**src/rtl/pc_pkg.sv**
```systemverilog
// Shared types and constants for the fetch-stage program-counter generator.
package pc_pkg;

    typedef enum logic [1:0] {
        ST_BOOT = 2'd0,
        ST_RUN  = 2'd1,
        ST_HOLD = 2'd2
    } pc_state_e;

    localparam int unsigned PC_STEP32 = 4;
    localparam int unsigned PC_STEP16 = 2;

    localparam logic [31:0] PC_RESET_ADDR = 32'h0000_0000;

endpackage

```
**src/rtl/pc_gen_if.sv**
```systemverilog
// Fetch request handshake between pc_gen (master) and instruction memory (slave).
// With PC_RVC_EN defined the slave also reports whether the fetched instruction is 16-bit.
interface pc_gen_if #(
    parameter int unsigned XLEN = 32
) ();

    logic [XLEN-1:0] pc_o;
    logic            fetch_valid_o;
    logic            fetch_ready_i;
`ifdef PC_RVC_EN
    logic            insn_len16_i;

    modport master (output pc_o, output fetch_valid_o, input fetch_ready_i, input insn_len16_i);
    modport slave  (input pc_o, input fetch_valid_o, output fetch_ready_i, output insn_len16_i);
`else
    modport master (output pc_o, output fetch_valid_o, input fetch_ready_i);
    modport slave  (input pc_o, input fetch_valid_o, output fetch_ready_i);
`endif

endinterface

```
**src/rtl/pc_align_chk.sv**
```systemverilog
// Redirect-target alignment check: 2-byte with PC_RVC_EN defined, 4-byte otherwise.
module pc_align_chk #(
    parameter int unsigned XLEN = 32
) (
    input  logic [XLEN-1:0] target,
    output logic            misaligned
);

`ifdef PC_RVC_EN
    localparam logic [XLEN-1:0] ALIGN_MASK = XLEN'(1);
`else
    localparam logic [XLEN-1:0] ALIGN_MASK = XLEN'(3);
`endif

    assign misaligned = |(target & ALIGN_MASK);

endmodule

```
**src/rtl/pc_gen.sv**
```systemverilog
// Fetch-stage program counter: trap > jump > hold > advance, all outputs registered.
// Optional compressed-instruction support via PC_RVC_EN (2-byte step and alignment).
module pc_gen
    import pc_pkg::*;
#(
    parameter int unsigned     XLEN       = 32,
    parameter logic [XLEN-1:0] RESET_ADDR = XLEN'(PC_RESET_ADDR),
    parameter int unsigned     HOLD_W     = 2
) (
    input  logic              clk,
    input  logic              rstn,
    input  logic [HOLD_W-1:0] hold_flag_i,
    input  logic              jump_flag_i,
    input  logic [XLEN-1:0]   jump_addr_i,
    input  logic              trap_flag_i,
    input  logic [XLEN-1:0]   trap_addr_i,
    pc_gen_if.master          fetch,
    output logic              redirect_o,
    output logic              misalign_o,
    output logic [XLEN-1:0]   misalign_addr_o
);

`ifdef PC_RVC_EN
    localparam logic [XLEN-1:0] LOW_MASK = XLEN'(1);
`else
    localparam logic [XLEN-1:0] LOW_MASK = XLEN'(3);
`endif
    // Keep the PC aligned from reset on, so pc_o low bits never carry garbage.
    localparam logic [XLEN-1:0] RESET_PC = RESET_ADDR & ~LOW_MASK;

    pc_state_e       state_q, state_d;
    logic [XLEN-1:0] pc_q, pc_d;
    logic            valid_q, valid_d;
    logic            redirect_d;
    logic            misalign_d;
    logic [XLEN-1:0] misalign_addr_d;

    logic            hold;
    logic            redir_req;
    logic [XLEN-1:0] target;
    logic            target_misaligned;
    logic [XLEN-1:0] step;

    assign hold      = |hold_flag_i;
    assign redir_req = trap_flag_i | jump_flag_i;
    assign target    = trap_flag_i ? trap_addr_i : jump_addr_i;

`ifdef PC_RVC_EN
    assign step = fetch.insn_len16_i ? XLEN'(PC_STEP16) : XLEN'(PC_STEP32);
`else
    assign step = XLEN'(PC_STEP32);
`endif

    pc_align_chk #(.XLEN(XLEN)) u_align_chk (
        .target     (target),
        .misaligned (target_misaligned)
    );

    // State register and registered outputs.
    always_ff @(posedge clk or negedge rstn) begin
        if (!rstn) begin
            state_q         <= ST_BOOT;
            pc_q            <= RESET_PC;
            valid_q         <= 1'b0;
            redirect_o      <= 1'b0;
            misalign_o      <= 1'b0;
            misalign_addr_o <= '0;
        end else begin
            state_q         <= state_d;
            pc_q            <= pc_d;
            valid_q         <= valid_d;
            redirect_o      <= redirect_d;
            misalign_o      <= misalign_d;
            misalign_addr_o <= misalign_addr_d;
        end
    end

    // Next state / next PC; a rejected (misaligned) redirect still consumes the cycle.
    always_comb begin
        state_d         = state_q;
        pc_d            = pc_q;
        redirect_d      = 1'b0;
        misalign_d      = 1'b0;
        misalign_addr_d = misalign_addr_o;

        if (redir_req) begin
            state_d = hold ? ST_HOLD : ST_RUN;
            if (target_misaligned) begin
                misalign_d      = 1'b1;
                misalign_addr_d = target;
            end else begin
                pc_d       = target;
                redirect_d = 1'b1;
            end
        end else if (hold) begin
            state_d = ST_HOLD;
        end else begin
            unique case (state_q)
                ST_BOOT, ST_HOLD: state_d = ST_RUN;
                ST_RUN: begin
                    if (valid_q && fetch.fetch_ready_i) begin
                        pc_d = pc_q + step;
                    end
                end
                default: state_d = ST_BOOT;
            endcase
        end

        valid_d = (state_d == ST_RUN);
    end

    assign fetch.pc_o          = pc_q;
    assign fetch.fetch_valid_o = valid_q;

endmodule

```
**src/flat_wrapper.sv**
```systemverilog
// flat-port wrapper written by rule: the top's interface ports become plain ports
module pc_gen_flat import pc_pkg::*;
#(
    parameter int unsigned     XLEN       = 32,
    parameter logic [XLEN-1:0] RESET_ADDR = XLEN'(PC_RESET_ADDR),
    parameter int unsigned     HOLD_W     = 2
)
  (clk, rstn, hold_flag_i, jump_flag_i, jump_addr_i, trap_flag_i, trap_addr_i, redirect_o, misalign_o, misalign_addr_o, fetch_pc_o, fetch_fetch_valid_o, fetch_fetch_ready_i);
  pc_gen_if #(.XLEN(XLEN)) fetch_i ();
  input  logic clk;
  input  logic rstn;
  input  logic [HOLD_W-1:0] hold_flag_i;
  input  logic jump_flag_i;
  input  logic [XLEN-1:0] jump_addr_i;
  input  logic trap_flag_i;
  input  logic [XLEN-1:0] trap_addr_i;
  output logic redirect_o;
  output logic misalign_o;
  output logic [XLEN-1:0] misalign_addr_o;
  output wire logic [$bits(fetch_i.pc_o)-1:0] fetch_pc_o;
  output wire logic [$bits(fetch_i.fetch_valid_o)-1:0] fetch_fetch_valid_o;
  input wire logic [$bits(fetch_i.fetch_ready_i)-1:0] fetch_fetch_ready_i;
  assign fetch_pc_o = fetch_i.pc_o;
  assign fetch_fetch_valid_o = fetch_i.fetch_valid_o;
  assign fetch_i.fetch_ready_i = fetch_fetch_ready_i;
  pc_gen #(.XLEN(XLEN), .RESET_ADDR(RESET_ADDR), .HOLD_W(HOLD_W)) u_core (.clk(clk), .rstn(rstn), .hold_flag_i(hold_flag_i), .jump_flag_i(jump_flag_i), .jump_addr_i(jump_addr_i), .trap_flag_i(trap_flag_i), .trap_addr_i(trap_addr_i), .fetch(fetch_i), .redirect_o(redirect_o), .misalign_o(misalign_o), .misalign_addr_o(misalign_addr_o));
endmodule
```
**config.mk**
```make
export PLATFORM = sky130hd
export DESIGN_NAME = pc_gen_flat
export DESIGN_NICKNAME = d
export VERILOG_FILES = /design/src/rtl/pc_pkg.sv /design/src/rtl/pc_gen_if.sv /design/src/rtl/pc_align_chk.sv /design/src/rtl/pc_gen.sv /design/src/flat_wrapper.sv
export SDC_FILE = /design/constraint.sdc
export NUM_CORES = 1
export LEC_CHECK = 0
export CAP_MARGIN = 30
export CORE_MARGIN = 2
export CORE_UTILIZATION = 50
export CTS_BUF_LIST = sky130_fd_sc_hd__clkbuf_4 sky130_fd_sc_hd__clkbuf_8
export CTS_CLUSTER_DIAMETER = 80
export CTS_CLUSTER_SIZE = 14
export DETAILED_ROUTE_END_ITERATION = 12
export PLACE_DENSITY = 0.85
export SKIP_CTS_REPAIR_TIMING = 1
export SLEW_MARGIN = 20
export SYNTH_ARGS = -nofsm -noshare
export SYNTH_HDL_FRONTEND = slang
export SYNTH_SLANG_ARGS = --single-unit
```
**constraint.sdc**
```tcl
create_clock -name clk -period 4.8 [get_ports clk]
set_input_delay 0.96 -clock clk [delete_from_list [all_inputs] [get_ports clk]]
set_output_delay 0.96 -clock clk [all_outputs]
set_load 0.1 [all_outputs]
```
==> Word level (Yosys, flattened, before mapping) <==
Index checks and enable logic that the tools add are counted.
{ "word_totals": {"register_bits": 69, "out_inout_bits": 67, "wordCells": 36} }
{ "classes": {"add_sub_neg": 1, "n_eq_ne": 5, "muxes": 14, "bitwise": 1, "n_reduce_logical": 9} }
{ "op_table": {"columns": ["op", "count"], "rows": [
  ["$mux W32", 6],
  ["$add A32 B3 Y32 const B", 1],
  ["$mux W2", 3],
  ["$reduce_or A2 Y1", 3],
  ["$eq A2 B1 Y1 const B", 2],
  ["$mux W1", 4],
  ["$ne A2 B2 Y1 const B", 2],
  ["$pmux W2 S2", 1],
  ["$reduce_and A4 Y1", 1],
  ["$reduce_bool A2 Y1", 2],
  ["$eq A2 B2 Y1 const B", 1],
  ["$logic_not A2 Y1", 1],
  ["$reduce_and A2 Y1", 1],
  ["$logic_and A1 B1 Y1", 1],
  ["$or A1 B1 Y1", 1]
]} }

==> Depth between registers and ports, before layout <==
Gate-level depths: netlist of the first run.
{ "depth": {"ltp_word": 6, "depth_mapped": 8, "ltp_nobuf": 6} }

==> Modules after synthesis <==
Synthesis of the first run repeated with hierarchy kept, for this count alone.
{ "hier_totals": {"cells_unflattened": 374, "hier_area_um2": 3863.7} }
{ "by_module_without_submodules": {"columns": ["module", "n_inst", "cells_per_inst", "area_each_um2"], "rows": [
  ["pc_gen", 1, 373, 3857.4],
  ["pc_align_chk", 1, 1, 6.3]
]} }

==> Least setup slack after synthesis of the first run <==
Ideal clock, no wire load.
{ "synth_timing": {"path_type": "reg2reg", "start": "register u_core.pc_q[2], in the netlist u_core.fetch.pc_o[2]", "end": "register u_core.pc_q[30], in the netlist u_core.fetch.pc_o[30]", "arrival_time_ns": 2.633, "setup_slack_ns": 2.073, "path_stages_with_launch": 7, "path_buffers": 0, "synth_period_minus_slack_ns": 2.727, "path_cell_list": "dfrtp_1 > ha_1 > nand4_1 > nor4_1 > and4_1 > nor3_1 > a211oi_1"} }
{ "synth_between": {"elab_chain_cells": 5} }
{ "synth_rtl": {"columns": ["element", "line_no", "rtl"], "rows": [
  ["from (decl)", "pc_gen.sv:32", "logic [XLEN-1:0] pc_q, pc_d;"],
  ["from (signal assigned)", "pc_gen.sv:70", "pc_q <= pc_d;"],
  ["$add A32 B3 Y32", "pc_gen.sv:102", "pc_d = pc_q + step;"],
  ["$mux W32", "pc_gen.sv:101", "if (valid_q && fetch.fetch_ready_i) begin"],
  ["$mux W32", "pc_gen.sv:98", "unique case (state_q)"],
  ["$mux W32", "pc_gen.sv:95", "end else if (hold) begin"],
  ["$mux W32", "pc_gen.sv:86", "if (redir_req) begin"]
]} }
No other way between the ends. The select of a mux whose other input is x is not followed.
A chain may end at the register's enable or synchronous reset.

==> Worst setup path in the final report of the first run <==
{ "layout_timing": {"start": "input jump_flag_i", "end": "register u_core.pc_q[15], in the netlist u_core.fetch.pc_o[15]"} }
{ "layout_between": {"elab_chain_cells": 3} }
{ "layout_rtl": {"columns": ["element", "line_no", "rtl"], "rows": [
  ["from (decl)", "flat_wrapper.sv:13", "input logic jump_flag_i;"],
  ["$or A1 B1 Y1 *", "pc_gen.sv:45", "assign redir_req = trap_flag_i | jump_flag_i;"],
  ["$ne A2 B2 Y1 (no line) / $reduce_bool A2 Y1 (equally long branches)", null, null],
  ["$reduce_and A4 Y1 (no line)", null, null]
]} }
Every way passes the cells marked *; elsewhere a longest branch is shown, timed or not.

==> impl_results.rst, run 1 <==
.. list-table::
   :header-rows: 1

   * - Metric
     - Value
   * - Vias per Instance
     - 6.04
   * - Final net count
     - around 630
   * - Reg area
     - 1730 µm²
   * - MaxCap Viol Count
     - 0
   * - Total leakage power
     - 2.22 nW
   * - Die Wd
     - 91.7 µm
   * - Pre-CTS setup slack
     - about 1.3 ns
   * - Internal power consumption
     - 1.33 mW
   * - Worst-case clock skew
     - 0.00578 ns
   * - Pin count of the biggest net entering global routing
     - 70
   * - Max Buffers Root-to-Sink
     - 2
   * - Number of enable-type register cells in the synthesized netlist
     - 0
   * - Detailed Place HPWL
     - between 8000 and 9000 µm
   * - Data required time at the worst endpoint
     - 5.03 ns
   * - Antenna violations before repair
     - 0
   * - Xor-xnor portion of the synthesized cell area
     - 0%
   * - Highest clock frequency the design can meet
     - 315 MHz
   * - Number of global-route vias before repair
     - 3983
   * - CP Max Fanout
     - 30
   * - Simple logic cell fraction of the synthesized area
     - 19.9%
   * - Arrival time of the worst setup path
     - 3.41 ns
   * - Unrepaired setup endpoints after global routing
     - no
   * - Final weighted congestion in routability-driven placement
     - 0.901
   * - CTS root buffer
     - sky130_fd_sc_hd__clkbuf_8
   * - Total net switching power
     - 1.36 mW
   * - 1st-iter DRT viols
     - 275
   * - Worst setup SP type
     - primary input
   * - # port buffers
     - between 100 and 150
   * - Seq cells post-synth
     - between 60 and 70
   * - Avg Cell Area, Syn
     - ~9 µm²
   * - Initial cell density of the core
     - 52.4%
   * - Peak supply drop
     - 0.325 mV
   * - Number of nets in the synthesized netlist
     - 502
   * - Shortest clock period the worst path allows after layout
     - 3.18 ns
   * - CTS clk-pin slew, worst paths
     - 0.08 ns
   * - Final ANT Viol Nets
     - 0
   * - Placed instance area
     - 5260 µm²
   * - Initial DRT Pass Iterations
     - 5
   * - Dominant cell type by area after synthesis
     - sky130_fd_sc_hd__dfrtp_1
   * - Global-route wire length before repair
     - 19000 µm
   * - Row count
     - 31
   * - Min Hold Slack
     - approximately 0.44 ns
   * - Dominant cell by count in the synthesized netlist
     - sky130_fd_sc_hd__dfrtp_1
   * - Y dimension of the die
     - 91.7 µm
   * - Share of async-settable or async-resettable flops after synthesis
     - 100%
   * - Clock latency reported for the late side of the worst-skew pair
     - ~0.35 ns
   * - Setup Crit Path Kind
     - primary input to register
   * - Multiplexer share of the synthesized area
     - just over 10%
   * - Floorplan die area
     - 8400 µm²
   * - Sw Ratio
     - 50.5%
   * - Avg WL per Cell
     - 17.9 µm
   * - Ratio of cells with drive above 1 in the final layout
     - 8.90%
   * - Multi-input gate area in the final layout
     - 1970 µm²
   * - Total track usage
     - 28.5%
   * - Routed wire length
     - 11800 µm
   * - TritonCTS clock tree
     - built
   * - Slew Viols, Final
     - 0
   * - Synthesized instance count
     - 430
   * - Worst-Margin Slew
     - a little over 1 ns
   * - Setup TNS after final layout
     - 0 ns
   * - Tightest Hold Check Type
     - primary input to asynchronous set/reset pin
   * - Number of cells traversed by the worst register-to-register path
     - 7
   * - Largest cells by area after synthesis
     - sky130_fd_sc_hd__dfrtp_1, sky130_fd_sc_hd__a21oi_1, sky130_fd_sc_hd__mux2i_1
   * - Number of fill cells in the layout
     - 519
   * - Relative slew slack
     - 32.2%
   * - Design area
     - 5520 µm²
   * - Share of total power in combinational logic
     - between 40% and 50%
   * - Reg-to-reg slack, setup
     - roughly 2.3 ns
   * - Number of warnings issued by yosys
     - 0
   * - Post-synthesis cell type count
     - 48
   * - Core utilization of the finished layout
     - 75.3%
   * - Number of vias in the routed layout
     - 3993
   * - Core footprint
     - 7330 µm²
   * - Ant. Diodes
     - 0
   * - Remaining global-route overflow
     - 0
   * - Compound-Gate Fraction of Synth Area
     - slightly above 20%
   * - Placed Cells
     - about 640
   * - Run status
     - finished, final reports clean
   * - Clk network pwr share
     - 20.3%
   * - Total power of the final layout
     - 2.68 mW
   * - DRC violations left
     - 0
   * - Number of endpoints with negative hold slack in the final report
     - 0
   * - Synth-to-layout area growth
     - 43.7%
   * - Boundary pin count
     - 138
   * - # clock sinks
     - 69
   * - Critical Path Sink Type
     - register
   * - Relative contribution of sequential cells to total power
     - 30.4%
   * - Least setup slack across all paths after layout
     - 1.62 ns
   * - Part of the Yosys area used for sequential elements
     - approximately 45%
   * - Inserted Clock Buffers
     - 9
   * - Total standard cell area after synthesis
     - approximately 3800 µm²
   * - Setup Viol. Count Final
     - 0
   * - Top cells by count, synth
     - sky130_fd_sc_hd__dfrtp_1, sky130_fd_sc_hd__a21oi_1, sky130_fd_sc_hd__nor2_1, sky130_fd_sc_hd__nand2_1, sky130_fd_sc_hd__mux2i_1
   * - Area share of the largest cell type after synthesis
     - 44.9%
   * - Main synth FF type
     - sky130_fd_sc_hd__dfrtp_1
   * - Power density over the cells
     - 486 nW/µm²
   * - Synth Area in Adders
     - 0.326%
   * - Part of the cycle the worst path needs
     - 66.2%
   * - CTS H-Tree Depth
     - 3
   * - Filler-free cell count of the finished design
     - 661
   * - Combinational family with the most area after synthesis
     - compound AO/OA/AOI/OAI gates
worst paths after layout:
path                                                start                   endpoint
worst max-delay path                          jump_flag_i      u_core.fetch.pc_o[15]
worst min-delay path                                 rstn      u_core.fetch.pc_o[25]
worst max register to register       u_core.fetch.pc_o[2]      u_core.fetch.pc_o[24]
worst min register to register  u_core.misalign_addr_o[1]  u_core.misalign_addr_o[1]
max in group asynchronous                            rstn       u_core.fetch.pc_o[8]
min in group clk                u_core.misalign_addr_o[1]  u_core.misalign_addr_o[1]
cell type report:
class	instances	area share, %
flip-flops and latches	69	31.3
inverters	12	0.816
multi-input cells	321	35.6
well taps	99	2.24
clock inverters	5	1.52
repair buffers	144	25.9
clock buffers	11	2.63
state kept, by name, indices dropped and copies added, names as in the netlist:
| signal | count |
|---|---|
| u_core.misalign_addr_o | 32 |
| u_core.fetch.fetch_valid_o | 1 |
| u_core.misalign_o | 1 |
| u_core.state_q | 2 |
| u_core.redirect_o | 1 |
| u_core.fetch.pc_o | 32 |
worst max-delay path, cell delays in order:
cell and delay [ns]:
sky130_fd_sc_hd__clkdlybuf4s50_1 0.52, sky130_fd_sc_hd__or2_2 0.57, sky130_fd_sc_hd__o21ai_1 0.71, sky130_fd_sc_hd__buf_4 0.36
sky130_fd_sc_hd__nor2_1 0.09, sky130_fd_sc_hd__o22a_1 0.19
placed cells by master, fill, tap and decap left out, drive strengths merged, types with 4 or more instances in the layout:
cell type	netlist	layout
a2bb2oi	5	5
mux2	14	14
o22a	4	4
clkdlybuf4s50	0	135
buf	14	8
o21ai	25	25
and3	6	6
nand4	17	17
nor3	12	12
nor2	47	47
nand2	31	31
clkbuf	14	12
o22ai	6	6
inv	12	12
nand3	14	14
a21oi	65	65
a31oi	8	8
nor4	4	4
dfrtp	69	69
mux2i	24	24
power groups by stage:
stage	combinational (mW)	sequential (mW)	clock [mW]
after detailed placement	1.32	0.818	0
after CTS	1.32	0.809	0.546
final	1.32	0.815	0.546
after global routing	1.37	0.830	0.578
after global placement	1.30	0.816	0
after floorplan	0.238	1.53	0
cell families (layout without fill, tap and decap cells):
family          count (synthesis)  count (layout)
mux                            38              38
simple gates                  150             150
fa+ha+maj                       1               1
flops                          69              69
buf+inv                        40             172
compound gates                132             132
metal layers:
layer / GRT usage, % / vias up / part of all wire [%]
met2: 47.6 / 195 / 50
met3: 6.24 / 32 / 7.2
met4: 14.3 / 0 / 3.7
li1: - / 1854 / -
met5: 0 / - / 0
met1: 34.7 / 1912 / 39
Power figures use the tool's default switching activity.
==> run 2, diff against run 1 <==
- CORE_UTILIZATION: 50 -> 42
- PLACE_DENSITY: 0.85 -> 0.76
- clock period: 4.8 -> 2.6 ns (I/O delays scaled with it)
==> impl_results.rst, run 2 (synthesized netlist as in run 1, its figures left out) <==
.. list-table::
   :header-rows: 1

   * - Metric
     - Value
   * - Critical path depth
     - 7
   * - Y dimension of the die
     - 99.7 µm
   * - Commonest cells after routing, fill and taps aside
     - sky130_fd_sc_hd__buf_4, sky130_fd_sc_hd__clkdlybuf4s50_1, sky130_fd_sc_hd__dfrtp_1
   * - Number of endpoints with negative hold slack in the final report
     - 0
   * - Shortest clock period the worst path allows after layout
     - around 2.2 ns
   * - Detailed Place HPWL
     - 9210 µm
   * - CTS root buffer
     - sky130_fd_sc_hd__clkbuf_8
   * - Total track usage
     - 25.5%
   * - Total power of the final layout
     - approximately 4.8 mW
   * - Clock latency reported for the late side of the worst-skew pair
     - roughly 0.35 ns
   * - Design area
     - between 5000 and 6000 µm²
   * - Arrival time of the worst setup path
     - 2.51 ns
   * - # port buffers
     - 137
   * - Filler-free cell count of the finished design
     - between 600 and 700
   * - Worst path max stage delay
     - 0.58 ns
   * - Part of the cycle the worst path needs
     - around 86%
   * - Setup Crit Path Kind
     - primary input to register
   * - Final ANT Viol Nets
     - 0
   * - Pin count of the biggest net entering global routing
     - 70
   * - Ant. Diodes
     - 0
   * - Row count
     - 34
   * - Final net count
     - 644
   * - Setup Viol. Count Final
     - 0
   * - Cell Chain, Critical Path
     - clkdlybuf4s50_1 > or4b_1 > nand3_1 > o21ai_1 > buf_4 > a21oi_1 > a2bb2oi_1
   * - CTS H-Tree Depth
     - 3
   * - Global-route wire length before repair
     - 20100 µm
   * - Critical Path Sink Type
     - register
   * - Max Used Layer
     - met4
   * - Inserted Clock Buffers
     - 9
   * - Relative slew slack
     - roughly 51%
   * - R2r startpoint
     - u_core.fetch.pc_o[4]
   * - Core utilization of the finished layout
     - 62.3%
   * - Slew Viols, Final
     - 0
   * - Placed instance area
     - 5270 µm²
   * - Crit path buf inv count
     - 2
   * - Cell family with most CP delay
     - buffers and inverters
   * - M1 WL
     - 5100 µm
   * - Least setup slack across all paths after layout
     - 0.359 ns
   * - Final weighted congestion in routability-driven placement
     - 0.910
   * - Power density over the cells
     - 879 nW/µm²
   * - Initial DRT Pass Iterations
     - 5
   * - Initial cell density of the core
     - 43.6%
   * - Boundary pin count
     - 138
   * - Pre-CTS setup slack
     - ~0.036 ns
   * - Data required time at the worst endpoint
     - 2.87 ns
   * - Total leakage power
     - approximately 2.3 nW
   * - Tightest Hold Check Type
     - primary input to asynchronous set/reset pin
   * - Synth-to-layout area growth
     - 42.8%
   * - Floorplan die area
     - 9930 µm²
   * - Core footprint
     - 8810 µm²
   * - Routed wire length
     - 12500 µm
   * - DRC violations left
     - 0
   * - Total length of routed met3 wires
     - slightly below 900 µm
   * - MaxCap Viol Count
     - 0
   * - Library cell contributing the largest single delay on the critical path
     - sky130_fd_sc_hd__clkdlybuf4s50_1
   * - CP Max Fanout
     - 21
   * - Number of global-route vias before repair
     - 4044
   * - CTS clk-pin slew, worst paths
     - roughly 0.080 ns
   * - Number of cells traversed by the worst register-to-register path
     - 5
   * - Worst-Margin Slew
     - 0.724 ns
   * - Beginning of the critical path
     - jump_flag_i
   * - Max Buffers Root-to-Sink
     - 2
   * - Number of fill cells in the layout
     - 769
   * - 1st-iter DRT viols
     - 221
   * - Antenna violations before repair
     - 0
   * - Peak supply drop
     - 0.724 mV
   * - Unrepaired setup endpoints after global routing
     - no
   * - Min Hold Slack
     - 0.124 ns
   * - Wire length on met2
     - 6180 µm
   * - Run status
     - finished, final reports clean
   * - Vias per Instance
     - 5.98
   * - Worst setup SP type
     - primary input
   * - Remaining global-route overflow
     - 0
   * - Worst-case clock skew
     - 0.00610 ns
   * - TritonCTS clock tree
     - built
   * - Ratio of cells with drive above 1 in the final layout
     - 23.6%
   * - # clock sinks
     - 69
   * - Highest clock frequency the design can meet
     - 446 MHz
   * - Die Wd
     - ~100 µm
   * - Number of vias in the routed layout
     - approximately 4000
   * - Avg WL per Cell
     - 18.2 µm
   * - Placed Cells
     - 668
   * - Setup TNS after final layout
     - 0 ns
   * - Most common cell after layout, fill and taps aside
     - sky130_fd_sc_hd__buf_4
## run 2: area by class of cell
class	instances	area, µm²	share of cell area [%]
clock buffer	9	124	2.26
sequential	69	1730	31.5
clock inverter	7	75.1	1.37
tap	108	135	2.46
inverter	12	45.0	0.821
timing repair buffer	159	1410	25.7
multi-input combinational	321	1970	35.8
## run 2: routing by layer
metal  up-vias  global-route usage [%]
met5         -                       0
met4         0                    9.06
met3        23                    4.01
met2       198                    43.2
met1      1990                    33.2
li1       1885                       -
## run 2: worst paths after layout
check,end,slack [ns]
setup / recovery,u_core.fetch.pc_o[6],0.36
hold / removal,u_core.misalign_o,0.12
setup reg to reg,u_core.fetch.pc_o[25],0.40
hold reg to reg,u_core.misalign_addr_o[1],0.49
max in group asynchronous,u_core.fetch.pc_o[2],1.91
min in group clk,u_core.misalign_addr_o[1],0.49
## run 2: report_power, final
part	internal, mW	switching, mW	total, mW
Sequential	1.26	0.249	1.51
Clock	0.446	0.452	0.897
Combinational	0.565	1.85	2.41
Total	2.27	2.55	4.82
==> run 3, diff against run 2 <==
- MAX_ROUTING_LAYER: unset -> met4
==> impl_results.rst, run 3 (synthesized netlist as in run 1, its figures left out) <==
.. list-table::
   :header-rows: 1

   * - Metric
     - Value
   * - Run status
     - finished, final reports clean
   * - Most common cell after layout, fill and taps aside
     - sky130_fd_sc_hd__buf_4
   * - Row count
     - 34
   * - MaxCap Viol Count
     - 0
   * - Power density over the cells
     - 868 nW/µm²
   * - Core footprint
     - 8810 µm²
   * - Ant. Diodes
     - 0
   * - Final net count
     - 650
   * - # port buffers
     - 137
   * - Pin count of the biggest net entering global routing
     - 39
   * - Data required time at the worst endpoint
     - 2.88 ns
   * - Remaining global-route overflow
     - 0
   * - Boundary pin count
     - about 140
   * - Highest clock frequency the design can meet
     - 444 MHz
   * - Routed wire length
     - 12500 µm
   * - Cell family with most CP delay
     - buffers and inverters
   * - Worst setup SP type
     - primary input
   * - # clock sinks
     - 69
   * - Ratio of cells with drive above 1 in the final layout
     - 24.4%
   * - CTS root buffer
     - sky130_fd_sc_hd__clkbuf_8
   * - Antenna violations before repair
     - 0
   * - 1st-iter DRT viols
     - around 200
   * - Initial DRT Pass Iterations
     - 5
   * - Total track usage
     - between 20% and 30%
   * - Floorplan die area
     - between 9000 and 10000 µm²
   * - Y dimension of the die
     - 99.7 µm
   * - Worst path max stage delay
     - roughly 0.57 ns
   * - Worst-case clock skew
     - 0.00731 ns
   * - Arrival time of the worst setup path
     - ~2.5 ns
   * - TritonCTS clock tree
     - built
   * - Tightest Hold Check Type
     - primary input to asynchronous set/reset pin
   * - Synth-to-layout area growth
     - 43.2%
   * - Slew Viols, Final
     - 0
   * - Max Buffers Root-to-Sink
     - 2
   * - Critical Path Sink Type
     - register
   * - Relative slew slack
     - between 50% and 60%
   * - Commonest cells after routing, fill and taps aside
     - sky130_fd_sc_hd__buf_4, sky130_fd_sc_hd__clkdlybuf4s50_1, sky130_fd_sc_hd__dfrtp_1
   * - Crit path buf inv count
     - 2
   * - R2r startpoint
     - u_core.fetch.pc_o[4]
   * - Number of vias in the routed layout
     - about 4000
   * - Inserted Clock Buffers
     - 9
   * - CP Max Fanout
     - 21
   * - Part of the cycle the worst path needs
     - 86.6%
   * - Avg WL per Cell
     - 18.0 µm
   * - Min Hold Slack
     - 0.121 ns
   * - Critical path depth
     - 7
   * - Final weighted congestion in routability-driven placement
     - 0.922
   * - CTS H-Tree Depth
     - 3
   * - Global-route wire length before repair
     - 20100 µm
   * - Die Wd
     - 99.7 µm
   * - Unrepaired setup endpoints after global routing
     - no
   * - Number of global-route vias before repair
     - 3975
   * - Shortest clock period the worst path allows after layout
     - 2.25 ns
   * - Total leakage power
     - approximately 2.4 nW
   * - CTS clk-pin slew, worst paths
     - 0.08 ns
   * - Initial cell density of the core
     - 43.6%
   * - Peak supply drop
     - 0.821 mV
   * - Number of cells traversed by the worst register-to-register path
     - 5
   * - Setup Viol. Count Final
     - 0
   * - Library cell contributing the largest single delay on the critical path
     - sky130_fd_sc_hd__clkdlybuf4s50_1
   * - Number of endpoints with negative hold slack in the final report
     - 0
   * - Setup TNS after final layout
     - 0 ns
   * - DRC violations left
     - 0
   * - Vias per Instance
     - 5.83
   * - Number of fill cells in the layout
     - approximately 770
   * - Cell Chain, Critical Path
     - clkdlybuf4s50_1 > or4b_1 > nand3_1 > o21ai_1 > buf_4 > a21oi_1 > a2bb2oi_1
   * - Beginning of the critical path
     - jump_flag_i
   * - Final ANT Viol Nets
     - 0
   * - Worst-Margin Slew
     - 0.680 ns
   * - Clock latency reported for the late side of the worst-skew pair
     - 0.36 ns
   * - Detailed Place HPWL
     - 9380 µm
   * - Setup Crit Path Kind
     - primary input to register
run 3: cell types whose count changed in the layout (fill, tap and decap cells not counted):
| cell | change |
|---|---|
| sky130_fd_sc_hd__bufinv_16 | -1 |
| sky130_fd_sc_hd__inv_6 | +1 |
| sky130_fd_sc_hd__clkinvlp_4 | -1 |
| sky130_fd_sc_hd__buf_12 | -1 |
| sky130_fd_sc_hd__buf_4 | +7 |
| sky130_fd_sc_hd__clkbuf_8 | +1 |
run 3: worst register-to-register path: stages, from the launching register on:
cell                      delay (ns)
sky130_fd_sc_hd__dfrtp_1        0.46
sky130_fd_sc_hd__nand3_1        0.30
sky130_fd_sc_hd__or3_2          0.56
sky130_fd_sc_hd__nor3_1         0.25
sky130_fd_sc_hd__nand4_1        0.18
sky130_fd_sc_hd__o221a_2        0.30
run 3: final timing paths:
check	end	slack (ns)
setup / recovery	u_core.fetch.pc_o[6]	0.35
hold / removal	u_core.misalign_addr_o[25]	0.12
setup reg to reg	u_core.fetch.pc_o[25]	0.45
hold reg to reg	u_core.misalign_addr_o[1]	0.49
max in group asynchronous	u_core.misalign_addr_o[5]	1.87
min in group clk	u_core.misalign_addr_o[1]	0.49
run 3: through the flow:
step	setup slack, ns	util (%)	power (mW)	std cells	area, µm²
after CTS	0.373	62.5	4.78	691	5500
after global routing	0.211	62.5	4.96	691	5500
final	0.348	62.5	4.78	691	5500
after detailed placement	0.0133	60.4	3.95	675	5320
after global placement	0.0755	60.4	3.91	675	5320
after floorplan	0.0469	-	3.27	430	3850
run 3: metal layers:
metal / track usage, % / vias up / wire, µm
li1: - / 1891 / -
met1: 34.0 / 1895 / 5250
met2: 42.4 / 211 / 5920
met3: 4.36 / 33 / 959
met4: 9.80 / 0 / 340
met5: - / - / 0
run 3: power breakdown:
group | switching [mW] | internal, mW | total [mW]
Clock | 0.461 | 0.378 | 0.840
Combinational | 1.86 | 0.573 | 2.43
Sequential | 0.242 | 1.26 | 1.51
Total | 2.56 | 2.21 | 4.78
run 3: layout make-up:
class / instances / area [µm²] / area share, %
clock inverters: 6 / 46.3 / 0.841
inverters: 12 / 45.0 / 0.818
well taps: 108 / 135 / 2.46
flip-flops and latches: 69 / 1730 / 31.4
multi-input cells: 321 / 1970 / 35.7
repair buffers: 165 / 1440 / 26.2
clock buffers: 10 / 138 / 2.50
==> variant 1: new RTL, config.mk and constraints of run 2 <==
`misalign_addr_o` no longer has a reset.
--- a/src/rtl/pc_gen.sv
+++ b/src/rtl/pc_gen.sv
@@ -65,5 +65,4 @@
             redirect_o      <= 1'b0;
             misalign_o      <= 1'b0;
-            misalign_addr_o <= '0;
         end else begin
             state_q         <= state_d;
@@ -72,6 +71,9 @@
             redirect_o      <= redirect_d;
             misalign_o      <= misalign_d;
-            misalign_addr_o <= misalign_addr_d;
         end
+    end
+
+    always_ff @(posedge clk) begin
+        misalign_addr_o <= misalign_addr_d;
     end
 
Behaviour: not the same (a bounded check fails within 4 cycles, from zero or initial values and one cycle with rstn low).
==> variant 1 against run 2 <==
Synthesized area fell by 6.7%. Global-route usage is 2.8 points lower. Power fell by 1.8%. Design area fell by 5.2%. Die area decreased by 6.4%. Sequential cell count is the same. Setup slack got worse by 0.047 ns. Clock power is 3.1% lower. Wire length down 17%. Largest power group unchanged.
==> variant 1: results (changes against run 2) <==
| Metric | Value |
|---|---|
| GR Util met3 | 0.0419 (+0.00184) |
| List of most frequent post-synthesis cells | 37 x dfrtp_1, 34 x a21oi_1, 33 x mux2_2, 33 x nand2_1, 32 x edfxtp_1 |
| First-pass GRT wire length | 16.1 mm (-20%) |
| Final clock-cell share | 0.0375 (+0.00127) |
| Vias | 3395 (-17%) |
| Vias in the first global route | 3223 (-20%) |
| Distinct cells, synth | 47 (-2.1%) |
| Final Util | 0.630 (+0.00680) |
| Status | completed |
| CP arrival | 2.52 ns (about the same) |
| Layout cells sized above 1 | 0.322 (+0.0861) |
| Grt met2 use | 0.358 (-0.0742) |
| DP Wirelength | 7.71 mm (-16%) |
| Avg WL per Cell | 17.3 µm (-4.6%) |
| Critical Path Fanout Max | 9 (-57%) |
| Met3 wire length | 874 µm (-1.4%) |
| VDD IR max | 471 µV (-35%) |
| Post-synth EDFFs | 32 (+32) |
| Met1 WL | 4.38 mm (-14%) |
| Post-Place Setup Slack | -0.0392 ns (-0.0747 ns) |
| Sequential share of the synthesized area | 0.526 (+0.0768) |
| Fill cells | 696 (-9.5%) |
| Synth top area share | 0.268 (-0.181) |
| Nets@finish | 558 (-13%) |
| Syn_area_per_cell | 10.5 µm² (+17%) |
| Dpl cells | 580 (-13%) |
| Worst Skew | 0.00899 ns (+0.00289 ns) |
| Non-clock buffer share | 0.256 (-0.000805) |
| Inverters | 7 (-5) |
| Sequential cell area | 0.00191 mm² (+10%) |
| Post-Syn Nets | 414 (-18%) |
| Slew at the pin closest to its max-slew limit | 0.863 ns (+0.139 ns) |
| CP top delay family | compound AO/OA/AOI/OAI gates |
| Placed cell area | 0.00501 mm² (-5.0%) |
| Pin count of the biggest net entering global routing | 50 (-29%) |
| Minimum clock period | 2.29 ns (+0.0473 ns) |
| Total track usage | 0.227 (-0.0280) |
| Multi-input comb cells | 245 (-24%) |
| CP Capture Point | u_core.fetch.pc_o[4] |
| Non-Clock Buffer Count | 154 (-3.1%) |
| Met2 routed WL | 4.93 mm (-20%) |
| Slowest CP cell | o22ai_1 |
| Reg-to-reg startpoint | u_core.fetch.pc_o[10] |
| Clkbuf count | 11 (+2) |
| DRT iter0 DRCs | 317 (+43%) |
| Slowest Stage Delay on Critical Path | 0.55 ns (-0.03 ns) |
| M1 GR Usage | 0.312 (-0.0200) |
| Area of the multi-input gates | 0.00161 mm² (-18%) |
| Area contributors post-synth | edfxtp_1 27%, dfrtp_1 26%, mux2_2 10%, a21oi_1 4.7%, nand2_1 3.5% |
| Static Leak | 2.06 nW (-12%) |
==> variant 1: where the power goes <==
| group | switching [mW] | leakage [nW] | total (mW) | internal [mW] |
|---|---|---|---|---|
| clock network | 0.396 | 0.106 | 0.869 | 0.473 |
| registers | 0.205 | 0.732 | 1.57 | 1.36 |
| logic | 1.78 | 1.22 | 2.30 | 0.527 |
| total | 2.38 | 2.06 | 4.74 | 2.36 |
==> variant 1: worst min path at each step <==
stage	slack [ns]	end
finish	0.29	u_core.state_q[1]
global route	0.32	u_core.fetch.fetch_valid_o
CTS	0.30	u_core.state_q[1]
detailed placement	0.48	u_core.fetch.pc_o[1]
global placement	0.47	u_core.fetch.fetch_valid_o
floorplan	0.22	u_core.fetch.fetch_valid_o
==> variant 1: cells by family after synthesis <==
group,after synthesis,synth area share
compound gates,96,0.164
fa+ha+maj,1,0.00349
buf+inv,28,0.0307
flops,69,0.526
mux,37,0.115
simple gates,111,0.161
==> variant 2: new RTL, flow settings as in run 2 <==
Without the edit above. `XLEN` is set to 32 in 4 places; all go to 28.
--- a/src/rtl/pc_gen_if.sv
+++ b/src/rtl/pc_gen_if.sv
@@ -2,5 +2,5 @@
 // With PC_RVC_EN defined the slave also reports whether the fetched instruction is 16-bit.
 interface pc_gen_if #(
-    parameter int unsigned XLEN = 32
+    parameter int unsigned XLEN = 28
 ) ();
 
--- a/src/rtl/pc_align_chk.sv
+++ b/src/rtl/pc_align_chk.sv
@@ -1,5 +1,5 @@
 // Redirect-target alignment check: 2-byte with PC_RVC_EN defined, 4-byte otherwise.
 module pc_align_chk #(
-    parameter int unsigned XLEN = 32
+    parameter int unsigned XLEN = 28
 ) (
     input  logic [XLEN-1:0] target,
--- a/src/rtl/pc_gen.sv
+++ b/src/rtl/pc_gen.sv
@@ -4,5 +4,5 @@
     import pc_pkg::*;
 #(
-    parameter int unsigned     XLEN       = 32,
+    parameter int unsigned     XLEN       = 28,
     parameter logic [XLEN-1:0] RESET_ADDR = XLEN'(PC_RESET_ADDR),
     parameter int unsigned     HOLD_W     = 2
--- a/src/flat_wrapper.sv
+++ b/src/flat_wrapper.sv
@@ -2,5 +2,5 @@
 module pc_gen_flat import pc_pkg::*;
 #(
-    parameter int unsigned     XLEN       = 32,
+    parameter int unsigned     XLEN       = 28,
     parameter logic [XLEN-1:0] RESET_ADDR = XLEN'(PC_RESET_ADDR),
     parameter int unsigned     HOLD_W     = 2
Ports: changed (resized fetch_pc_o, jump_addr_i, misalign_addr_o and trap_addr_i); port bits go from 138 to 122. No check against the original RTL was run, so the function may have changed too.
==> variant 2 against run 2 <==
Design area fell by 14%. Global-route usage fell by 0.13 points. Synthesized cell count fell by 16%. Critical path depth rose by 1. Wire length fell by 14%. Clock power fell by 3.3%. Setup slack improved by 0.087 ns. Power fell by 15%. Sequential cell count fell by 8. Synthesized area fell by 13%. Core utilization fell by 1.2 points. Critical path type unchanged. Critical endpoint is now u_core.fetch.pc_o[14]. Largest cell class unchanged. Largest power group unchanged. Highest routed layer unchanged.
==> variant 2: results (changes against run 2) <==
| Metric | Value |
|---|---|
| Static Leak | 2.00 nW (-15%) |
| Sequential share of the synthesized area | 0.456 (+0.00637) |
| Status | completed |
| Setup crit start | trap_addr_i[1] |
| Post-synth ARST share | 1.00 (unchanged) |
| DP Wirelength | 8.09 mm (-12%) |
| Slowest CP cell | nor3b_1 |
| Slowest Stage Delay on Critical Path | 0.64 ns (+0.06 ns) |
| CTS buffer count | 9 (unchanged) |
| Complex-gate fraction of the synthesized area | 0.239 (+0.0365) |
| VDD IR max | 608 µV (-16%) |
| Mux contribution to synthesized area | 0.0710 (-0.0326) |
| Area share of xor/xnor cells in the synthesized design | 0 (unchanged) |
| Placed cell area | 0.00452 mm² (-14%) |
| Initial antenna violation count | 0 (unchanged) |
| Htree depth | 3 (unchanged) |
| Ys Warns | 0 (unchanged) |
| First-pass GRT wire length | 17.3 mm (-14%) |
| Post-Place Setup Slack | 0.0765 ns (+0.0410 ns) |
| Reg-to-reg startpoint | u_core.fetch.pc_o[2] |
| DRT iter0 DRCs | 187 (-15%) |
| Total track usage | 0.254 (-0.00131) |
| Worst Setup Path Type | in2reg |
| Avg WL per Cell | 18.1 µm (-0.27%) |
| Distinct cells, synth | 50 (+4.2%) |
| Rel. slew slack | 0.501 (-0.0114) |
| Clock transition at path regs | 0.07 ns |
| Nets@finish | 545 (-15%) |
| Ant diodes | 0 (unchanged) |
| List of most frequent post-synthesis cells | 61 x dfrtp_1, 55 x a21oi_1, 38 x nor2_1 |
| Buffers added on ports | 121 (-12%) |
| Vias per Instance | 5.82 (-2.6%) |
| Hold WC Path Type | in2async |
| Drt pass-1 iters | 4 (-1) |
| Pin count of the biggest net entering global routing | 37 (-47%) |
| Critical Path Fanout Max | 32 (+52%) |
| Clk root buf | clkbuf_8 |
| Worst Skew | 0.00905 ns (+0.00294 ns) |
| Clk_lat worst skew | 0.34 ns |
| Post-Syn Nets | 426 (-15%) |
| Area contributors post-synth | dfrtp_1 46%, a21oi_1 8.2%, mux2i_1 5.1%, nor2_1 4.3%, o21ai_0 3.4% |
| CP arrival | 2.36 ns (-0.15 ns) |
| CTS Buffer Depth | 2 (unchanged) |
| Layout cells sized above 1 | 0.224 (-0.0114) |
| RD Place Congestion | 0.868 (-4.6%) |
| Post-synthesis adder-cell area fraction | 0.00374 (+0.000479) |
==> variant 2: through the flow <==
stage	std cells	power, mW	hold slack, ns
global route	588	4.28	0.223
floorplan	362	2.74	0.224
detailed placement	572	3.26	0.465
CTS	588	4.12	0.195
global placement	572	3.24	0.459
finish	588	4.11	0.184
==> variant 2: layer usage <==
metal  GRT usage  part of all wire
met1       0.337              0.42
met2       0.412              0.49
met3      0.0435             0.056
met4       0.105             0.032
met5           0                 0
==> variant 2: area by class of cell <==
class,instances,area (µm²)
Clock buffer,12,153
Clock inverter,4,47.5
Fill cell,657,3010
Inverter,6,22.5
Multi-Input combinational cell,270,1680
Sequential cell,61,1530
Tap cell,102,128
Timing Repair Buffer,133,1170
==> variant 2: worst paths after layout <==
kind / endpoint / slack (ns) / depth (start not counted)
hold / removal: u_core.misalign_addr_o[2] / 0.18 / 1
max in group asynchronous: u_core.misalign_addr_o[4] / 1.80 / 2
setup / recovery: u_core.fetch.pc_o[14] / 0.45 / 8
setup reg to reg: u_core.fetch.pc_o[26] / 0.60 / 6
hold reg to reg: u_core.misalign_addr_o[0] / 0.47 / 2
min in group clk: u_core.misalign_addr_o[0] / 0.47 / 2
==> variant 2: power by group <==
group	switching, mW	internal (mW)
registers	0.190	1.10
clock network	0.379	0.487
logic	1.50	0.457
total	2.07	2.05
==> variant 2: logic make-up after synthesis <==
kind of cell | after synthesis
and+or+nand+nor | 114
DFF | 61
adders and majority gates | 1
muxes | 23
AOI/OAI and AO/OA | 132
buffers and inverters | 31
==> variant 2: critical path: cells and delay by family <==
kind | cells | cell delay (ns)
buffers and inverters | 3 | 0.74
and+or+nand+nor | 2 | 0.73
AOI/OAI and AO/OA | 3 | 0.36
